### src/rtl/jk_excitation_driver.sv
// Drives J/K of a JK flip-flop under test from a FIFO of desired next-state bits,
// holds the drive while the flop settles, then checks q_fb against the target.
module jk_excitation_driver #(
  parameter int DEPTH  = 4,
  parameter int SETTLE = 2,
  parameter int CNT_W  = 8
) (
  input  logic             clk,
  input  logic             rst,
  input  logic             in_valid,
  input  logic             in_bit,
  output logic             in_ready,
  output logic             j,
  output logic             k,
  input  logic             q_fb,
  output logic             busy,
  output logic             mismatch,
  output logic [CNT_W-1:0] err_cnt,
  output logic [CNT_W-1:0] done_cnt
);

  localparam int AW = (DEPTH > 1) ? $clog2(DEPTH) : 1;
  localparam int SW = (SETTLE > 1) ? $clog2(SETTLE) : 1;
  localparam logic [AW:0]   FULL = (AW+1)'(DEPTH);
  localparam logic [SW-1:0] LAST = SW'(SETTLE - 1);

  typedef enum logic [1:0] {INIT, IDLE, DRIVE, CHECK} state_t;

  state_t          state;
  logic [DEPTH-1:0] mem;
  logic [AW-1:0]   rd_ptr;
  logic [AW-1:0]   wr_ptr;
  logic [AW:0]     count;
  logic [SW-1:0]   cnt;
  logic            s;
  logic            t;
  logic            push;
  logic            pop;
  logic            empty;
  logic            head;

  assign empty    = (count == '0);
  assign in_ready = (count != FULL);
  assign push     = in_valid && in_ready;
  assign pop      = (state == IDLE) && !empty;
  assign head     = mem[rd_ptr];

  always_ff @(posedge clk) begin
    if (push) mem[wr_ptr] <= in_bit;
  end

  always_ff @(posedge clk or posedge rst) begin
    if (rst) begin
      rd_ptr <= '0;
      wr_ptr <= '0;
      count  <= '0;
    end else begin
      if (push) wr_ptr <= wr_ptr + AW'(1);
      if (pop)  rd_ptr <= rd_ptr + AW'(1);
      case ({push, pop})
        2'b10:   count <= count + (AW+1)'(1);
        2'b01:   count <= count - (AW+1)'(1);
        default: count <= count;
      endcase
    end
  end

  // s shadows the real flop; it is reloaded from q_fb at every check so a
  // faulty flop does not make later excitations drift from its true state.
  always_ff @(posedge clk or posedge rst) begin
    if (rst) begin
      state    <= INIT;
      cnt      <= '0;
      s        <= 1'b0;
      t        <= 1'b0;
      j        <= 1'b0;
      k        <= 1'b1;
      busy     <= 1'b1;
      mismatch <= 1'b0;
      err_cnt  <= '0;
      done_cnt <= '0;
    end else begin
      mismatch <= 1'b0;
      case (state)
        INIT: begin
          if (cnt == LAST) begin
            cnt   <= '0;
            s     <= 1'b0;
            j     <= 1'b0;
            k     <= 1'b0;
            busy  <= 1'b0;
            state <= IDLE;
          end else begin
            cnt <= cnt + SW'(1);
          end
        end
        IDLE: begin
          if (!empty) begin
            t     <= head;
            j     <= !s && head;
            k     <= s && !head;
            cnt   <= '0;
            busy  <= 1'b1;
            state <= DRIVE;
          end
        end
        DRIVE: begin
          if (cnt == LAST) begin
            cnt   <= '0;
            state <= CHECK;
          end else begin
            cnt <= cnt + SW'(1);
          end
        end
        CHECK: begin
          if (q_fb != t) begin
            mismatch <= 1'b1;
            if (err_cnt != {CNT_W{1'b1}}) err_cnt <= err_cnt + CNT_W'(1);
          end
          done_cnt <= done_cnt + CNT_W'(1);
          s        <= q_fb;
          j        <= 1'b0;
          k        <= 1'b0;
          busy     <= 1'b0;
          state    <= IDLE;
        end
        default: state <= INIT;
      endcase
    end
  end

endmodule

### config.mk
export PLATFORM = sky130hd
export DESIGN_NAME = jk_excitation_driver
export DESIGN_NICKNAME = d
export VERILOG_FILES = /design/src/rtl/jk_excitation_driver.sv
export SDC_FILE = /design/constraint.sdc
export NUM_CORES = 1
export LEC_CHECK = 0
export BUFFER_PORTS_ARGS = -buffer_cell sky130_fd_sc_hd__buf_2
export CAP_MARGIN = 40
export CORE_MARGIN = 5
export CORE_UTILIZATION = 30
export DETAILED_ROUTE_END_ITERATION = 10
export GPL_TIMING_DRIVEN = 0
export MAX_ROUTING_LAYER = met4
export SYNTH_ARGS = -nofsm -noshare
export SYNTH_HDL_FRONTEND = slang
export SYNTH_SLANG_ARGS = --single-unit
### constraint.sdc
create_clock -name clk -period 5.3 [get_ports clk]
set_clock_uncertainty 0.1 [all_clocks]
set_input_delay 0.53 -clock clk [delete_from_list [all_inputs] [get_ports clk]]
set_output_delay 0.53 -clock clk [all_outputs]
set_load 0.005 [all_outputs]
# After elaboration in Yosys (flattened, before gate mapping)

Cells that the tools add are included.

Register bits: 36
Bits of input ports: 5

$add $sub $neg: 7
Equal/unequal tests: 11
Mux-type cells: 23
Reduce and logical (&&, ||, !) cells: 21
Bitwise operators: 1
Magnitude comparators: 3

Operators by type and width:

| cell                                                       | number |
|---|---|
| adder 8 x 1 -> 8 bit, second input constant                | 2 |
| 2-to-1 mux 1 bit                                           | 10 |
| one-hot mux 1 bit (3 select lines)                         | 3 |
| AND reduction 3 bit                                        | 3 |
| != test 8 bit, second input constant                       | 1 |
| one-hot mux 2 bit (4 select lines)                         | 1 |
| equality test 2 bit, second input constant                 | 3 |
| less-than comparator 2 x 3 -> 1 bit, second input constant | 2 |
| 2-to-1 mux 2 bit                                           | 3 |
| != test 2 bit, second input constant                       | 3 |
| one-hot mux 3 bit (2 select lines)                         | 1 |
| AND reduction 2 bit                                        | 3 |
| nonzero test 2 bit                                         | 3 |
| logical AND 1 bit                                          | 5 |
| adder 2 x 1 -> 2 bit, second input constant                | 2 |
| bitwise mux 4 bit                                          | 1 |
| equality test 2 x 1 -> 1 bit, second input constant        | 2 |
| one-hot mux 1 bit (2 select lines)                         | 2 |
| adder 3 x 1 -> 3 bit, second input constant                | 1 |
| zero test 1 bit                                            | 3 |
| zero test 3 bit                                            | 1 |
| != test 3 bit, second input constant                       | 1 |
| nonzero test 3 bit                                         | 1 |
| subtractor 3 x 1 -> 3 bit, second input constant           | 1 |
| 8 further kinds                                            | 8 |

# Depth between registers and ports, before layout

Gate-level depths: netlist of the first run.

Depth in word-level cells: 6
Mapped depth: 11
Depth with buffers taken out: 10

# Worst setup path after synthesis of the first run

Ideal clock, no wire load.

Kind: reg-to-reg
Start: register state[1]
End: register count[2]
Setup time: 0.079 ns
Cell stages (with the launch flop): 12
Buffers on the path: 2
Data required time: 5.121 ns
Slack: 3.048 ns
Period minus slack after synthesis: 2.252 ns
Arrival: 2.073 ns
Cells stage by stage: dfrtp_1 > inv_1 > ha_1 > clkbuf_1 > and2_4 > buf_6 > ha_1 > inv_1 > fa_1 > xor2_1 > nor2_1 > xor2_1

Cells in the longest elaborated chain, start to end: 4
Elaborated cells between the ends (all ways): 6

RTL lines:

| what                                                                     | line | RTL |
|---|---|---|
| from (decl)                                                              | 29   | `state_t state;` |
| from (signal assigned)                                                   | 72   | `state <= INIT;` |
| from (signal assigned)                                                   | 92   | `state <= IDLE;` |
| from (signal assigned)                                                   | 104  | `state <= DRIVE;` |
| equality test 2 x 1 -> 1 bit (*)                                         | 45   | `assign pop = (state == IDLE) && !empty;` |
| logical AND 1 bit (*)                                                    | 45   |  |
| named net pop                                                            | 38   | `logic pop;` |
| equality test 2 x 1 -> 1 bit or equality test 2 bit (tied branches)      | 60   | `case ({push, pop})` |
| one-hot mux 3 bit (2 select lines) or nonzero test 2 bit (tied branches) | --   |  |
| to (signal assigned)                                                     | 61   | `2'b10: count <= count + (AW+1)'(1);` |
| to (signal assigned)                                                     | 62   | `2'b01: count <= count - (AW+1)'(1);` |
| to (signal assigned)                                                     | 63   | `default: count <= count;` |
| to (decl)                                                                | 33   | `logic [AW:0] count;` |

The timed path passes the listed nets; every way through them passes the cells marked *.
A chain may end at the register's enable or synchronous reset.

# Worst setup path in the final report of the first run

Ends and elaborated chain as after synthesis.

==> results.json, run 1 <==
{
  "fp.dieW_um": 87.3,
  "core_area_um2": 5850,
  "syn2layout_area_growth_pct": 19.0,
  "path_class": "register to register",
  "cts_hold_buf": 0,
  "critPathSlowestCell": "dfrtp_1",
  "cts_tree": "built",
  "crit_fanout": 9,
  "syn_avg_cell_area_um2": 11.8,
  "ir_worst_vdd_mv": 0.197,
  "clk_root_buffer_cell": "clkbuf_8",
  "grt_pass1_wl_um": 5240,
  "fp-row-count": 28,
  "cts_buffer_depth": 2,
  "placed_cells": 253,
  "clk_latency_ps": 280,
  "die_y_um": 87.3,
  "antenna_found_initial": 0,
  "slowest_delay_ps": 410,
  "powerDensity_nw_per_um2": 558,
  "setup_violations": 0,
  "grt.overflow.total": 0,
  "dr.pass1.iters": 4,
  "drtAntennaViolNets": 0,
  "drc": 0,
  "yosys.cell_types.count": 35,
  "worstPathCellList": "inv_1 > ha_1 > clkbuf_1 > and2_4 > buf_6 > ha_1 > inv_1 > fa_1 > xor2_1 > nor2_1 > xor2_1",
  "post-route-period-util": 0.464,
  "drt_iter0_drc": 51,
  "tightest_slew_ps": 625,
  "cts_made_buffers": 5,
  "port_buffers": 25,
  "outcome": "complete, no violations",
  "synth_top_cell_by_area": "dfrtp_1",
  "viasPerCell": 4.47,
  "postCtsSetupBuffers": 0,
  "fin_cells": 261,
  "finalSetupTns_ps": 0,
  "grt_use_total": 0.0902,
  "p_leak_nw": 1.01,
  "yosysSeqAreaShare": 0.515,
  "crit_path_end_kind": "register",
  "worstSetupStartpointType": "register",
  "synth_area_um2": 1790,
  "syn_inst": 152,
  "min_period_ps": 2460,
  "path_clk_slew_ps": 70,
  "synth_edf_count": 4,
  "clock-sinks": 36,
  "hold_class": "input pin to asynchronous set/reset pin",
  "hold_viol_final": 0,
  "start_util": 0.306,
  "cp.required_ps": 5400,
  "globalplace.congestion": 0.743,
  "io_pins": 26,
  "mostFrequentLayoutCells": "dfrtp_1, buf_2, ha_1, nand3_1, inv_1",
  "crit_start": "state[1]",
  "nets": 203,
  "maxSlewViolCount": 0,
  "dp_hpwl_um": 2300,
  "synth_top_area_share": 0.419,
  "placed_area_um2": 2040,
  "vias": 1167,
  "layout.cells.most_common": "dfrtp_1",
  "synth_top_cells_by_area": "dfrtp_1, ha_1, edfxtp_1, xnor2_1, xor2_1",
  "ys_ff_latch": 36,
  "design_area_um2": 2130,
  "arrival_ps": 2560,
  "synth_ff_type": "dfrtp_1",
  "ys_warn_count": 0,
  "rsz0062_at_grt": "false",
  "wl_um": 3020,
  "diodes": 0,
  "total_power_mw": 1.19,
  "drive_gt1_frac": 0.253,
  "max_freq_mhz": 407,
  "cts_resized": 0,
  "grt_pass1_vias": 1174,
  "die-area_um2": 7620,
  "drv_cap": 0,
  "synth_nets": 170,
  "h-tree-depth": 2,
  "final_core_util": 0.364,
  "r2r_start": "state[1]",
  "async_reset_ff_frac": 0.889,
  "grt_max_degree": 20,
  "relSlewSlack": 0.583,
  "wl_per_cell_um": 11.6
}
## report_power, final
group / leakage, nW / internal [mW] / total [mW] / switching, mW
registers: 0.429 / 0.396 / 0.504 / 0.107
clock network: 0.0445 / 0.106 / 0.202 / 0.0966
logic: 0.537 / 0.257 / 0.485 / 0.227
## through the flow
step / hold WS [ps] / worst slack [ps]
final: 217 / 2840
after CTS: 227 / 2810
after detailed placement: 362 / 2840
after global routing: 246 / 2630
after floorplan: 353 / 3050
after global placement: 361 / 2880
## synth_stat cells, types with 2 or more instances
| master | instances |
|---|---|
| and2_1 | 2 |
| and3_1 | 5 |
| dfrtp_1 | 30 |
| dfstp_2 | 2 |
| edfxtp_1 | 4 |
| ha_1 | 12 |
| inv_1 | 11 |
| mux2_1 | 2 |
| mux2_2 | 6 |
| mux2i_1 | 3 |
| nand2_1 | 7 |
| nand2b_1 | 4 |
| nand3_1 | 11 |
| nand4_1 | 4 |
| nor2_1 | 9 |
| nor3_1 | 2 |
| nor3b_1 | 2 |
| o21ai_0 | 4 |
| xnor2_1 | 9 |
| xor2_1 | 8 |
## per-layer routing
layer	track usage	vias up	part of all wire
li1	-	583	-
met1	0.112	560	0.49
met2	0.136	22	0.44
met3	0.0303	2	0.063
met4	0.0335	0	0.0060
met5	-	-	0
## final timing paths
kind	endpoint	slack, ps	depth (start not counted)
max	count[2]	2840	11
max reg2reg	count[2]	2840	11
max in group asynchronous	busy	4280	3
min	done_cnt[2]	220	2
min in group clk	mem[1]	370	1
min reg2reg	done_cnt[7]	370	1
## worst max-delay path, delay by kind of cell, from the launching register on
| family | cells | cell delay [ps] |
|---|---|---|
| xor+xnor | 2 | 300 |
| flops | 1 | 410 |
| simple gates | 2 | 320 |
| buf+inv | 4 | 560 |
| fa+ha+maj | 3 | 690 |
## cell type report
cell class | count | area [µm²]
Clock inverter | 1 | 7.51
Inverter | 11 | 41.3
Multi-Input combinational cell | 102 | 807
Fill cell | 584 | 3720
Clock buffer | 7 | 86.3
Timing Repair Buffer | 26 | 153
Tap cell | 75 | 93.8
Sequential cell | 36 | 923
Buffer | 3 | 20.0
## state kept, by name (all words and copies together), names as in the netlist
register	flops
busy	1
cnt	1
count	3
done_cnt	8
err_cnt	8
j	1
k	1
mem	4
mismatch	1
rd_ptr	2
s	1
state	2
t	1
wr_ptr	2
## kinds of logic after synthesis
logic type	count (synthesis)	synth area share
and+or+nand+nor	50	0.152
DFF	36	0.515
xor gates and xnor gates	17	0.0831
buffers and inverters	14	0.0342
muxes	13	0.0880
adders and majority gates	13	0.0950
AOI/OAI and AO/OA	9	0.0328
No activity file was read; power rests on OpenSTA's default activity.
==> inputs of run 2 (changes only) <==
- clock period: 5.3 -> 2.3 ns (I/O delays scaled with it)
==> run 2 against run 1 <==
Core utilization grew 0.66 points; setup slack worse by 2700 ps; total power rose by 140%; non-clock buffer count up 2; combinational power up 140%; fmax up 14%; count of clock-buffer cells in the layout is the same; die area is the same; sequential cell count stayed put; hold slack worse by 150 ps; global-route usage up 0.061 points; via count rose by 0.17%.
==> results.json, run 2 (synthesis results as in run 1) <==
{
  "grt.overflow.total": 0,
  "viasPerCell": 4.44,
  "top_regs": "done_cnt (8), err_cnt (8), mem (4)",
  "grt_pass1_wl_um": 5290,
  "h-tree-depth": 2,
  "wl_um": 3060,
  "drive_gt1_frac": 0.282,
  "die-area_um2": 7620,
  "worst-r2r-setup-slack_ps": 150,
  "port_buffers": 25,
  "tightest_slew_ps": 625,
  "globalplace.congestion": 0.743,
  "hold_class": "input pin to register",
  "cts_made_buffers": 5,
  "nets": 205,
  "io_pins": 26,
  "layout.cells.most_common": "dfrtp_1",
  "crit-reg2reg-capture": "count[2]",
  "clk_root_buffer_cell": "clkbuf_8",
  "crit_path_end_kind": "register",
  "r2r_start": "state[1]",
  "p_leak_nw": 1.02,
  "start_util": 0.306,
  "path_class": "register to register",
  "worstHoldPathCells": 1,
  "drtAntennaViolNets": 0,
  "outcome": "complete, no violations",
  "grt_pass1_vias": 1188,
  "ir_worst_vdd_mv": 0.454,
  "arrival_ps": 2250,
  "syn2layout_area_growth_pct": 21.2,
  "wl_per_cell_um": 11.6,
  "rsz0062_at_grt": "false",
  "fp-row-count": 28,
  "crit_start": "state[1]",
  "core_area_um2": 5850,
  "drt_iter0_drc": 55,
  "fp.dieW_um": 87.3,
  "clk_latency_ps": 280,
  "max_freq_mhz": 465,
  "dp_hpwl_um": 2300,
  "vias": 1169,
  "cp.required_ps": 2400,
  "crit_path_end": "count[2]",
  "drv_cap": 0,
  "antenna_found_initial": 0,
  "relSlewSlack": 0.583,
  "total_power_mw": 2.81,
  "path_clk_slew_ps": 70,
  "worstSetupStartpointType": "register",
  "reg2reg_depth": 10,
  "cts_tree": "built",
  "hold_viol_final": 0,
  "maxSlewViolCount": 0,
  "grt_max_degree": 20,
  "hold_slack_ps": 69.1,
  "fillers": 576,
  "mostFrequentLayoutCells": "dfrtp_1, buf_2, ha_1, nand3_1",
  "die_y_um": 87.3,
  "dr.pass1.iters": 4,
  "crit_fanout": 9,
  "min_period_ps": 2150,
  "post-route-period-util": 0.935,
  "clock-sinks": 36,
  "cts_buffer_depth": 2,
  "powerDensity_nw_per_um2": 1290,
  "setup_violations": 0,
  "diodes": 0,
  "grt_use_total": 0.0908,
  "drc": 0
}
==> run 2: cell types whose count changed in the layout (fill, tap and decap cells not counted), sizes merged <==
cell         previous run  this run
buf                    28        30
clkbuf                  8         7
dlygate4sd3             0         1
==> run 2: worst min-delay path by stage <==
stage                   to  slack (ps)  startpoint
6_report            mem[1]          70      in_bit
3_3_place_gp        mem[3]         350      in_bit
2_1_floorplan       mem[0]         230      in_bit
5_1_grt             mem[3]          60      in_bit
3_5_place_dp   done_cnt[2]         240         rst
4_1_cts             mem[1]          60      in_bit
==> run 2: repair_timing <==
action,in CTS,in global routing
endpoints found under the hold margin,13,0
buffers inserted,0,2
resized for setup,1,4
hold buffers,1,0
setup endpoints to repair,1,1
==> run 2: critical path, stage by stage (launching register included) <==
cell     delay (ps)
dfrtp_1         410
inv_2           110
ha_4            180
and2_4          150
buf_6           100
ha_1            170
inv_1            60
fa_1            370
xor2_1          150
nor2_1          120
xor2_1          150
==> run 2: metal layers <==
| layer | GRT usage | share of wire | up-vias | wire (µm) |
|---|---|---|---|---|
| met5 | - | 0 | - | 0 |
| met4 | 0.0335 | 0.0059 | 0 | 18 |
| met3 | 0.0303 | 0.062 | 2 | 191 |
| met2 | 0.138 | 0.44 | 22 | 1350 |
| met1 | 0.112 | 0.49 | 560 | 1500 |
| li1 | - | - | 585 | - |
==> run 2: where the power goes <==
part | switching (mW) | internal [mW] | total, mW
clock | 0.222 | 0.243 | 0.466
combinational | 0.540 | 0.633 | 1.17
sequential | 0.254 | 0.913 | 1.17
==> run 2: layout make-up <==
type                            count  area (µm²)  area share
Sequential cell                    36         923       0.425
Multi-Input combinational cell    102         825       0.380
Timing Repair Buffer               29         178      0.0818
Tap cell                           75        93.8      0.0432
Clock buffer                        7        86.3      0.0398
Inverter                           11        41.3      0.0190
Buffer                              2        16.3     0.00749
Clock inverter                      1        7.51     0.00346
==> run 2: stage by stage <==
step	cell area (µm²)	instances	utilization	TNS (ps)	setup slack, ps
after floorplan	1790	152	-	0	47.8
after global placement	2010	252	0.344	-116	-116
after detailed placement	2040	253	0.348	-161	-161
after CTS	2140	261	0.366	0	7.69
after global routing	2170	263	0.371	0	8.36
final	2170	263	0.371	0	148
==> inputs of run 3 (changes only) <==
- ABC_AREA: default -> 1
==> run 3 against run 2 <==
Design area is 5.7% higher; via count is 19% higher; routed wire length grew 11%; synthesized cell count increased by 48%; total power is 2.3% lower; cell count increased by 29%; largest power group is now combinational logic; hold slack lost 9.7 ps; combinational power barely moved; setup slack improved by 63 ps; register-to-register slack improved by 60 ps; global-route usage is 0.054 points higher.
==> results.json, run 3 <==
{
  "outcome": "complete, no violations",
  "powerDensity_nw_per_um2": 1190,
  "syn2layout_area_growth_pct": 17.6,
  "relSlewSlack": 0.682,
  "design_area_um2": 2290,
  "antenna_found_initial": 0,
  "wirelength_met1_um": 1590,
  "max_freq_mhz": 479,
  "nets": 278,
  "worst-r2r-setup-slack_ps": 210,
  "grt_use_total": 0.0913,
  "min_to": "mem[2]",
  "die_y_um": 90.7,
  "synth_top_area_share": 0.385,
  "arrival_ps": 2200,
  "globalplace.congestion": 0.755,
  "path_clk_slew_ps": 70,
  "clk_latency_ps": 290,
  "synth_common_cells": "nand2_1, inv_1, dfrtp_1, nand3_1, nor2_1",
  "met2_length_um": 1590,
  "core_area_um2": 6350,
  "hold_class": "input pin to register",
  "drc": 0,
  "grt_pass1_vias": 1365,
  "crit_path_end_kind": "register",
  "diodes": 0,
  "yosysSeqAreaShare": 0.473,
  "io_pins": 26,
  "placed_cells": 329,
  "ir_worst_vdd_mv": 0.432,
  "hold_viol_final": 0,
  "placed_area_um2": 2200,
  "syn_inst": 225,
  "dp_hpwl_um": 2680,
  "setup_violations": 0,
  "dr.pass1.iters": 4,
  "worstSetupStartpointType": "register",
  "clk_root_buffer_cell": "clkbuf_8",
  "wl_met3_um": 166,
  "min_from": "in_bit",
  "path_class": "register to register",
  "cts_hold_buf": 1,
  "finalSetupTns_ps": 0,
  "start_util": 0.307,
  "fp.dieW_um": 90.7,
  "ys_warn_count": 0,
  "highest_layer": "met4",
  "synth_edf_count": 4,
  "yosys.cell_types.count": 27,
  "rsz0062_at_grt": "false",
  "synth_top_cell_by_area": "dfrtp_1",
  "vias": 1387,
  "drt_iter0_drc": 36,
  "synth_top_cells_by_area": "dfrtp_1, nand2_1, ha_1, edfxtp_1, inv_1",
  "crit_fanout": 7,
  "port_buffers": 25,
  "viasPerCell": 4.10,
  "maxSlewViolCount": 0,
  "post-route-period-util": 0.908,
  "synth_area_um2": 1950,
  "h-tree-depth": 2,
  "min_period_ps": 2090,
  "synth_nets": 243,
  "grt_max_degree": 14,
  "synth.most_common_cell": "nand2_1",
  "ys_ff_latch": 36,
  "die-area_um2": 8220,
  "r2r_start": "state[1]",
  "drv_cap": 0,
  "wl_um": 3390,
  "synth_ff_type": "dfrtp_1",
  "layout.cells.most_common": "nand2_1",
  "grt_pass1_wl_um": 6010,
  "drive_gt1_frac": 0.199,
  "syn_avg_cell_area_um2": 8.67,
  "cts_buffer_depth": 2,
  "p_leak_nw": 1.20,
  "fp-row-count": 29,
  "cts_resized": 0,
  "top_regs": "done_cnt (8), err_cnt (8), mem (4)",
  "drtAntennaViolNets": 0,
  "worstHoldPathCells": 1,
  "clock-sinks": 36,
  "tightest_slew_ps": 476,
  "wl_per_cell_um": 10.0,
  "cts_tree": "built",
  "grt.overflow.total": 0,
  "reg2reg_depth": 11,
  "cts_made_buffers": 5,
  "async_reset_ff_frac": 0.889,
  "crit-reg2reg-capture": "count[2]",
  "mostFrequentLayoutCells": "nand2_1, inv_1, dfrtp_1, buf_2, nand3_1",
  "cp.required_ps": 2410,
  "fillers": 656,
  "fin_cells": 338,
  "postCtsSetupBuffers": 0
}
## run 3: cell types whose count changed after synthesis, moves of 4 or more
cell and delta:
o21ai_0 +4, nand2_1 +59, and3_1 -5, nand3_1 +5, xnor2_1 -7, o21ai_1 +4, mux2_2 -6, nor2_1 +5
inv_1 +21, nand2b_1 -4
## run 3: critical path: stages (launching register included)
cell and delay [ps]:
dfrtp_1 400, inv_1 130, ha_1 230, nand2_2 140
inv_2 90, ha_1 140, inv_1 60, fa_1 370
nor2_1 110, nor2_1 40, nand2_1 70, xor2_1 140
## run 3: power breakdown
group | leakage, nW | internal [mW] | switching [mW]
logic | 0.722 | 0.495 | 0.704
registers | 0.435 | 0.902 | 0.213
clock network | 0.0422 | 0.212 | 0.214
total | 1.20 | 1.61 | 1.13
## run 3: logic make-up after synthesis
group,Yosys count,share of synthesized area
AOI/OAI and AO/OA,15,0.0397
DFF,36,0.473
xor gates and xnor gates,13,0.0583
adders and majority gates,13,0.0872
buffers and inverters,37,0.0744
and+or+nand+nor,111,0.267
## run 3: how the worst max path moves through the flow
stage | from | end | slack, ps
after floorplan | state[1] | count[2] | 400
after global placement | state[1] | count[2] | 250
after detailed placement | state[1] | count[2] | 230
after CTS | state[1] | count[2] | 190
after global routing | state[1] | count[2] | 20
final | state[1] | count[2] | 210
## run 3: per-stage QoR
step / power (mW) / worst slack, ps / utilization / hold WS (ps)
final: 2.74 / 212 / 0.361 / 59.4
after floorplan: 2.01 / 397 / - / 229
after global routing: 3.06 / 22.3 / 0.361 / 56.0
after global placement: 2.31 / 250 / 0.342 / 352
after CTS: 2.80 / 195 / 0.361 / 51.8
after detailed placement: 2.35 / 228 / 0.347 / 169
## run 3: metal layers
metal	global-route usage	up-vias
li1	-	759
met5	-	-
met1	0.106	604
met4	0.0298	0
met3	0.0333	3
met2	0.146	21
## run 3: final cells by class
type,instances,area (µm²),share of cell area
Sequential cell,36,923,0.402
Multi-Input combinational cell,152,883,0.385
Buffer,1,7.51,0.00327
Clock buffer,7,76.3,0.0333
Tap cell,77,96.3,0.0420
Clock inverter,1,5.00,0.00218
Inverter,36,138,0.0600
Timing Repair Buffer,28,165,0.0720
